## config.mk

```make
export PLATFORM = sky130hd
export DESIGN_NAME = mc_ctrl
export DESIGN_NICKNAME = d
export VERILOG_FILES = /design/src/rtl/mips_pkg.sv /design/src/rtl/mc_decode.sv /design/src/rtl/mc_ctrl.sv
export SDC_FILE = /design/constraint.sdc
export NUM_CORES = 1
export LEC_CHECK = 0
export BUFFER_PORTS_ARGS = -buffer_cell sky130_fd_sc_hd__buf_2
export CORE_ASPECT_RATIO = 1.1
export CORE_UTILIZATION = 53
export CTS_CLUSTER_SIZE = 12
export DETAILED_ROUTE_END_ITERATION = 6
export PLACE_DENSITY = 0.95
export REMOVE_ABC_BUFFERS = 1
export SYNTH_ARGS = -nofsm -noshare
export SYNTH_HDL_FRONTEND = slang
export SYNTH_HIERARCHICAL = 1
export SYNTH_SLANG_ARGS = --single-unit
export TNS_END_PERCENT = 30
```

## constraint.sdc

```tcl
create_clock -name clk -period 5.7 [get_ports clk]
set_input_delay 1.14 -clock clk [delete_from_list [all_inputs] [get_ports clk]]
set_output_delay 1.14 -clock clk [all_outputs]
set_load 0.01 [all_outputs]
```

## src/rtl/mips_pkg.sv

```systemverilog
// Shared encodings for the multi-cycle MIPS control path: FSM states, opcodes,
// ALU operations, mux selects and instruction classes.
package mips_pkg;

   typedef enum logic [2:0] {
      S_FETCH  = 3'd0,
      S_DECODE = 3'd1,
      S_EXEC   = 3'd2,
      S_MEM    = 3'd3,
      S_WB     = 3'd4,
      S_TRAP   = 3'd5
   } state_t;

   typedef enum logic [3:0] {
      C_R_ALU, C_I_ALU, C_LOAD, C_STORE, C_BRANCH, C_JUMP, C_JAL, C_JR, C_ILLEGAL
   } iclass_t;

   localparam logic [5:0] OP_RTYPE = 6'h00;
   localparam logic [5:0] OP_J     = 6'h02;
   localparam logic [5:0] OP_JAL   = 6'h03;
   localparam logic [5:0] OP_BEQ   = 6'h04;
   localparam logic [5:0] OP_ADDI  = 6'h08;
   localparam logic [5:0] OP_ORI   = 6'h0D;
   localparam logic [5:0] OP_LUI   = 6'h0F;
   localparam logic [5:0] OP_LW    = 6'h23;
   localparam logic [5:0] OP_SW    = 6'h2B;

   localparam logic [5:0] FN_JR    = 6'h08;
   localparam logic [5:0] FN_ADD   = 6'h20;
   localparam logic [5:0] FN_ADDU  = 6'h21;
   localparam logic [5:0] FN_SUBU  = 6'h23;

   localparam logic [2:0] ALU_ADD  = 3'd0;
   localparam logic [2:0] ALU_SUB  = 3'd1;
   localparam logic [2:0] ALU_OR   = 3'd2;
   localparam logic [2:0] ALU_LUI  = 3'd3;

   localparam logic [1:0] RD_RT    = 2'd0;
   localparam logic [1:0] RD_RD    = 2'd1;
   localparam logic [1:0] RD_RA    = 2'd2;

   localparam logic [1:0] WS_ALU   = 2'd0;
   localparam logic [1:0] WS_MEM   = 2'd1;
   localparam logic [1:0] WS_PC4   = 2'd2;

   localparam logic [1:0] NPC_PC4  = 2'd0;
   localparam logic [1:0] NPC_BR   = 2'd1;
   localparam logic [1:0] NPC_J    = 2'd2;
   localparam logic [1:0] NPC_JR   = 2'd3;

   function automatic logic [5:0] f_opcode(input logic [31:0] ins);
      return ins[31:26];
   endfunction

   function automatic logic [5:0] f_funct(input logic [31:0] ins);
      return ins[5:0];
   endfunction

endpackage

```

## src/rtl/mc_decode.sv

```systemverilog
// Combinational instruction classifier: opcode/funct to instruction class,
// plus whether the instruction can raise signed overflow.
module mc_decode
   import mips_pkg::*;
(
   input  logic [5:0] i_opcode,
   input  logic [5:0] i_funct,
   output iclass_t    o_cls,
   output logic       o_ovf_capable
);

   always_comb begin
      o_cls         = C_ILLEGAL;
      o_ovf_capable = 1'b0;
      case (i_opcode)
         OP_RTYPE: begin
            case (i_funct)
               FN_ADDU, FN_SUBU: o_cls = C_R_ALU;
               FN_ADD: begin
                  o_cls         = C_R_ALU;
                  o_ovf_capable = 1'b1;
               end
               FN_JR:   o_cls = C_JR;
               default: o_cls = C_ILLEGAL;
            endcase
         end
         OP_ORI, OP_LUI: o_cls = C_I_ALU;
         OP_ADDI: begin
            o_cls         = C_I_ALU;
            o_ovf_capable = 1'b1;
         end
         OP_LW:   o_cls = C_LOAD;
         OP_SW:   o_cls = C_STORE;
         OP_BEQ:  o_cls = C_BRANCH;
         OP_J:    o_cls = C_JUMP;
         OP_JAL:  o_cls = C_JAL;
         default: o_cls = C_ILLEGAL;
      endcase
   end

endmodule

```

## src/rtl/mc_ctrl.sv

```systemverilog
// Multi-cycle MIPS control FSM: sequences fetch/decode/exec/mem/wb over a
// req/ready memory handshake and counts retired instructions.
module mc_ctrl
   import mips_pkg::*;
#(
   parameter bit OVF_TRAP = 1'b0,
   parameter int CNT_W    = 32
)
(
   input  logic             clk,
   input  logic             rst,
   input  logic [31:0]      instr,
   input  logic             zero,
   input  logic             overflow,
   input  logic             mem_ready,
   output logic             mem_req,
   output logic             mem_sel,
   output logic             mem_wr,
   output logic             pc_wr,
   output logic             ir_wr,
   output logic             reg_wr,
   output logic             epc_wr,
   output logic [1:0]       reg_dst,
   output logic [1:0]       reg_wsel,
   output logic [2:0]       alu_sel,
   output logic             b_sel,
   output logic             ext_op,
   output logic [1:0]       npc_sel,
   output logic             illegal,
   output logic [2:0]       state,
   output logic [CNT_W-1:0] retired
);

   state_t           r_state, w_next;
   logic             r_run;
   logic             r_ovf_sup;
   logic [CNT_W-1:0] r_retired;
   iclass_t          w_cls;
   logic             w_ovf_cap;
   logic             w_ovf_hit;
   logic             w_retire;
   logic [5:0]       w_op, w_fn;
   logic             w_unused_instr;

   assign w_op           = f_opcode(instr);
   assign w_fn           = f_funct(instr);
   assign w_unused_instr = ^instr[25:6];
   assign w_ovf_hit      = w_ovf_cap & overflow;

   mc_decode u_decode (
      .i_opcode      (w_op),
      .i_funct       (w_fn),
      .o_cls         (w_cls),
      .o_ovf_capable (w_ovf_cap)
   );

   // r_run keeps every output low during reset and the first edge after it
   always_ff @(posedge clk or posedge rst) begin
      if (rst) begin
         r_state <= S_FETCH;
         r_run   <= 1'b0;
      end else begin
         r_state <= w_next;
         r_run   <= 1'b1;
      end
   end

   always_comb begin
      w_next = r_state;
      case (r_state)
         S_FETCH:  if (r_run && mem_ready) w_next = S_DECODE;
         S_DECODE: begin
            case (w_cls)
               C_JUMP, C_JAL, C_JR, C_ILLEGAL: w_next = S_FETCH;
               default:                        w_next = S_EXEC;
            endcase
         end
         S_EXEC: begin
            case (w_cls)
               C_BRANCH:         w_next = S_FETCH;
               C_LOAD, C_STORE:  w_next = S_MEM;
               default:          w_next = (OVF_TRAP && w_ovf_hit) ? S_TRAP : S_WB;
            endcase
         end
         S_MEM:    if (mem_ready) w_next = (w_cls == C_STORE) ? S_FETCH : S_WB;
         S_WB:     w_next = S_FETCH;
         S_TRAP:   w_next = S_FETCH;
         default:  w_next = S_FETCH;
      endcase
   end

   assign w_retire = (w_next == S_FETCH) && (r_state != S_FETCH) && (r_state != S_TRAP)
                     && !((r_state == S_DECODE) && (w_cls == C_ILLEGAL));

   // Suppress decision is frozen on leaving EXEC so overflow changes in WB are ignored
   always_ff @(posedge clk or posedge rst) begin
      if (rst) begin
         r_retired <= '0;
         r_ovf_sup <= 1'b0;
      end else begin
         if (w_retire) r_retired <= r_retired + CNT_W'(1);
         if (r_state == S_EXEC) r_ovf_sup <= (OVF_TRAP == 1'b0) && w_ovf_hit;
      end
   end

   always_comb begin
      mem_req  = 1'b0;
      mem_sel  = 1'b0;
      mem_wr   = 1'b0;
      pc_wr    = 1'b0;
      ir_wr    = 1'b0;
      reg_wr   = 1'b0;
      epc_wr   = 1'b0;
      reg_dst  = RD_RT;
      reg_wsel = WS_ALU;
      alu_sel  = ALU_ADD;
      b_sel    = 1'b0;
      ext_op   = 1'b0;
      npc_sel  = NPC_PC4;
      illegal  = 1'b0;
      if (r_run) begin
         case (r_state)
            S_FETCH: begin
               mem_req = 1'b1;
               if (mem_ready) begin
                  ir_wr = 1'b1;
                  pc_wr = 1'b1;
               end
            end
            S_DECODE: begin
               case (w_cls)
                  C_JUMP: begin
                     pc_wr   = 1'b1;
                     npc_sel = NPC_J;
                  end
                  C_JAL: begin
                     pc_wr    = 1'b1;
                     npc_sel  = NPC_J;
                     reg_wr   = 1'b1;
                     reg_dst  = RD_RA;
                     reg_wsel = WS_PC4;
                  end
                  C_JR: begin
                     pc_wr   = 1'b1;
                     npc_sel = NPC_JR;
                  end
                  C_ILLEGAL: illegal = 1'b1;
                  default: ;
               endcase
            end
            S_EXEC: begin
               case (w_cls)
                  C_R_ALU: alu_sel = (w_fn == FN_SUBU) ? ALU_SUB : ALU_ADD;
                  C_I_ALU: begin
                     b_sel = 1'b1;
                     case (w_op)
                        OP_ORI:  alu_sel = ALU_OR;
                        OP_LUI:  alu_sel = ALU_LUI;
                        default: begin
                           alu_sel = ALU_ADD;
                           ext_op  = 1'b1;
                        end
                     endcase
                  end
                  C_LOAD, C_STORE: begin
                     alu_sel = ALU_ADD;
                     b_sel   = 1'b1;
                     ext_op  = 1'b1;
                  end
                  C_BRANCH: begin
                     alu_sel = ALU_SUB;
                     if (zero) begin
                        pc_wr   = 1'b1;
                        npc_sel = NPC_BR;
                     end
                  end
                  default: ;
               endcase
            end
            S_MEM: begin
               mem_req = 1'b1;
               mem_sel = 1'b1;
               mem_wr  = (w_cls == C_STORE);
            end
            S_WB: begin
               reg_wr = !r_ovf_sup;
               case (w_cls)
                  C_R_ALU: reg_dst = RD_RD;
                  C_LOAD:  reg_wsel = WS_MEM;
                  default: ;
               endcase
            end
            S_TRAP: begin
               epc_wr  = 1'b1;
               pc_wr   = 1'b1;
               npc_sel = NPC_JR;
            end
            default: ;
         endcase
      end
   end

   assign state   = r_state;
   assign retired = r_retired;

endmodule
```

==> results.json <==
{
  "status": "finished clean",
  "hold_ws_ns": 0.468,
  "die_area_um2": 4710,
  "nets": 359,
  "firstDrtPassIters": 4,
  "timing.max_cap.violations": 0,
  "yosysWarnings": 6,
  "drc_errors": 0,
  "die_h_um": 71.9,
  "finalSetupTns_ns": 0,
  "min_from": "retired[31]",
  "avgSynthCellArea_um2": 9.19,
  "row_count": 25,
  "async_flop_share": 1.00,
  "core_um2": 4290,
  "cts_tree": "yes",
  "p_leak_uw": 0.00134,
  "cts_resized": 0,
  "maxSlewHeadroom": 0.396,
  "fillers": 363,
  "drive_above_1_share": 0.289,
  "hold_viol": 0,
  "layout-area-overhead-vs-synth_pct": 20.1,
  "cts-buffers-inserted": 5,
  "vias": 2190,
  "synth_seq_cells": 37,
  "ys_dominant_reg_cell": "dfrtp_1",
  "cp_top_family": "compound AO/OA/AOI/OAI gates",
  "place.gp.congestion": 0.864,
  "critical_path_buf_inv_count": 2,
  "clk_latency_ns": 0.28,
  "finalClockSkew_ns": 0.00517,
  "drv_slew": 0,
  "crit_path_max_incr_delay_ns": 0.70,
  "fmax_ghz": 0.206,
  "ant_nets": 0,
  "worstPathRequired_ns": 4.56,
  "ios": 91,
  "setup.worst_path.end_class": "output port",
  "ys_types": 52,
  "vias_per_cell": 5.82,
  "worstMarginPinSlew_ns": 0.896,
  "grt_pass1_vias": 1904,
  "finalSetupViolCount": 0,
  "reg2regPathDepth": 5,
  "whs_path_depth": 1,
  "initial_utilization": 0.549,
  "grt_max_degree": 38,
  "synthCells": 256,
  "postCtsHoldBufs": 0,
  "hold_class": "flop to flop",
  "synth.yosys.seq_area_share": 0.394,
  "ff2ff_setup_slack_ns": 3.63,
  "antenna_found_initial": 0,
  "post_cts_buffers": 0,
  "synth_edf_count": 0,
  "dp_hpwl_um": 3800,
  "drt_iter0_drc": 154,
  "grtUsageTotal": 0.239,
  "cp-start-kind": "primary input",
  "clk_pin_slew_worst_paths_ns": 0.07,
  "cts-htree-levels": 2,
  "crit_arrival_ns": 3.72,
  "grt_pass1_wl_um": 8620,
  "critical_path.max_fanout": 9,
  "crit_chain": "buf_2, or3_4, a2bb2oi_1, o21ai_0, or2_1, a21oi_1, mux2_2, o21ai_0, and3_1, buf_2",
  "r2r_end": "retired[1]",
  "min_to": "retired[31]",
  "min_period_over_period": 0.853,
  "syn_area_um2": 2350,
  "reg2reg_from": "state[1]",
  "powerDensity_nw_per_um2": 229,
  "crit_path_start": "instr[27]",
  "portBuffers": 69,
  "antenna_cells": 0,
  "rsz0062_at_grt": "no",
  "path_class": "primary input to output port",
  "cts.sinks": 37,
  "fp.dieW_um": 65.5,
  "min_period_ns": 4.86,
  "clockRootBuffer": "clkbuf_8",
  "grt_overflow": 0,
  "cts_buffer_depth": 2,
  "cpMaxStageDelayCell": "o21ai_0",
  "post_drt_wl_per_cell_um": 14.2,
  "ir_drop_mv": 0.259,
  "routed_wl_um": 5320
}
## how the worst max path moves through the flow
stage                         to  depth (start not counted)  slack [ns]
final                      pc_wr                         10        0.84
after global routing       pc_wr                         10        0.64
after CTS                  pc_wr                         10        0.88
after detailed placement   pc_wr                         10        0.91
after global placement     pc_wr                         10        0.94
after floorplan           reg_wr                          8        1.29
## layout make-up
| class | instances | area [µm²] | share of cell area |
|---|---|---|---|
| multi-input cells | 201 | 1330 | 0.471 |
| flip-flops and latches | 37 | 926 | 0.328 |
| well taps | 54 | 67.6 | 0.0239 |
| inverters | 4 | 15.0 | 0.00532 |
| clock buffers | 7 | 86.3 | 0.0306 |
| clock inverters | 1 | 30.0 | 0.0106 |
| repair buffers | 72 | 368 | 0.130 |
## synthesized netlist by cell type (all sizes together) (2+ instances only)
cell,instances,area share
and4,4,0.015
or3b,3,0.011
nand3,19,0.040
nor4b,3,0.014
nor2,15,0.025
a21oi,10,0.023
nor3,8,0.024
xnor2,30,0.11
nand2b,5,0.013
nor3b,6,0.019
and3,15,0.040
mux2i,2,0.0085
o21bai,2,0.0064
a31oi,2,0.0053
nand2,19,0.030
o21ai,7,0.015
dfrtp,37,0.39
and2,2,0.0053
nand3b,2,0.0064
or3,4,0.013
nand4,17,0.045
nor2b,5,0.013
conb,2,0.0032
o32ai,2,0.011
nor4,2,0.0053
mux2,2,0.0096
buf,13,0.032
inv,4,0.0064
## layout by cell type (no fill, tap or decap), types with 2 or more instances in the layout
master     n
buf_2     69
dfrtp_1   37
xnor2_1   30
nand3_1   19
nand2_1   19
nand4_1   17
and3_1    15
nor2_1    14
a21oi_1    9
o21ai_0    7
nor3b_1    6
nor3_1     6
clkbuf_8   6
nor2b_1    5
nand2b_1   5
and4_1     4
inv_1      4
or3_1      3
buf_4      3
or3b_1     2
and2_1     2
mux2i_1    2
nand3b_1   2
nor4_1     2
nor4b_1    2
a31oi_1    2
o21bai_1   2
mux2_2     2
conb_1     2
## worst register-to-register path, stage by stage, from the launching register on
cell and delay [ns]:
dfrtp_1 0.55, or3b_1 0.46, o32ai_2 0.34, a21oi_2 0.05, buf_4 0.24, mux2_2 0.31
## metrics by stage
step                utilization  total power (µW)  area, µm²  instances  setup slack (ns)
finish                    0.659               648       2820        376             0.839
global route              0.659               681       2820        376             0.637
CTS                       0.659               650       2820        376             0.878
detailed placement        0.632               420       2710        368             0.908
global placement          0.632               414       2710        368             0.942
floorplan                     -               373       2270        242              1.29
## registers in the layout, indices dropped and copies added (netlist names)
register,cells
r_ovf_sup,1
r_run,1
retired,32
state,3
## per-layer routing
metal | GRT usage | vias up | routed length [µm]
li1 | - | 1051 | -
met5 | 0 | - | 0
met1 | 0.292 | 1057 | 2330
met3 | 0.0717 | 6 | 297
met4 | 0.0773 | 0 | 62
met2 | 0.401 | 76 | 2640
## power by group
part | switching, µW | internal (µW) | leakage, µW
logic | 60.0 | 46.6 | 0.000774
registers | 31.9 | 281 | 0.000506
clock network | 86.0 | 143 | 0.0000585
## logic make-up after synthesis
logic type / synth area share
other cells: 0.00319
buf+inv: 0.0404
simple gates: 0.340
fa+ha+maj: 0.00532
compound gates: 0.0840
xor+xnor: 0.115
mux: 0.0181
flops: 0.394
Power figures use the tool's default switching activity.
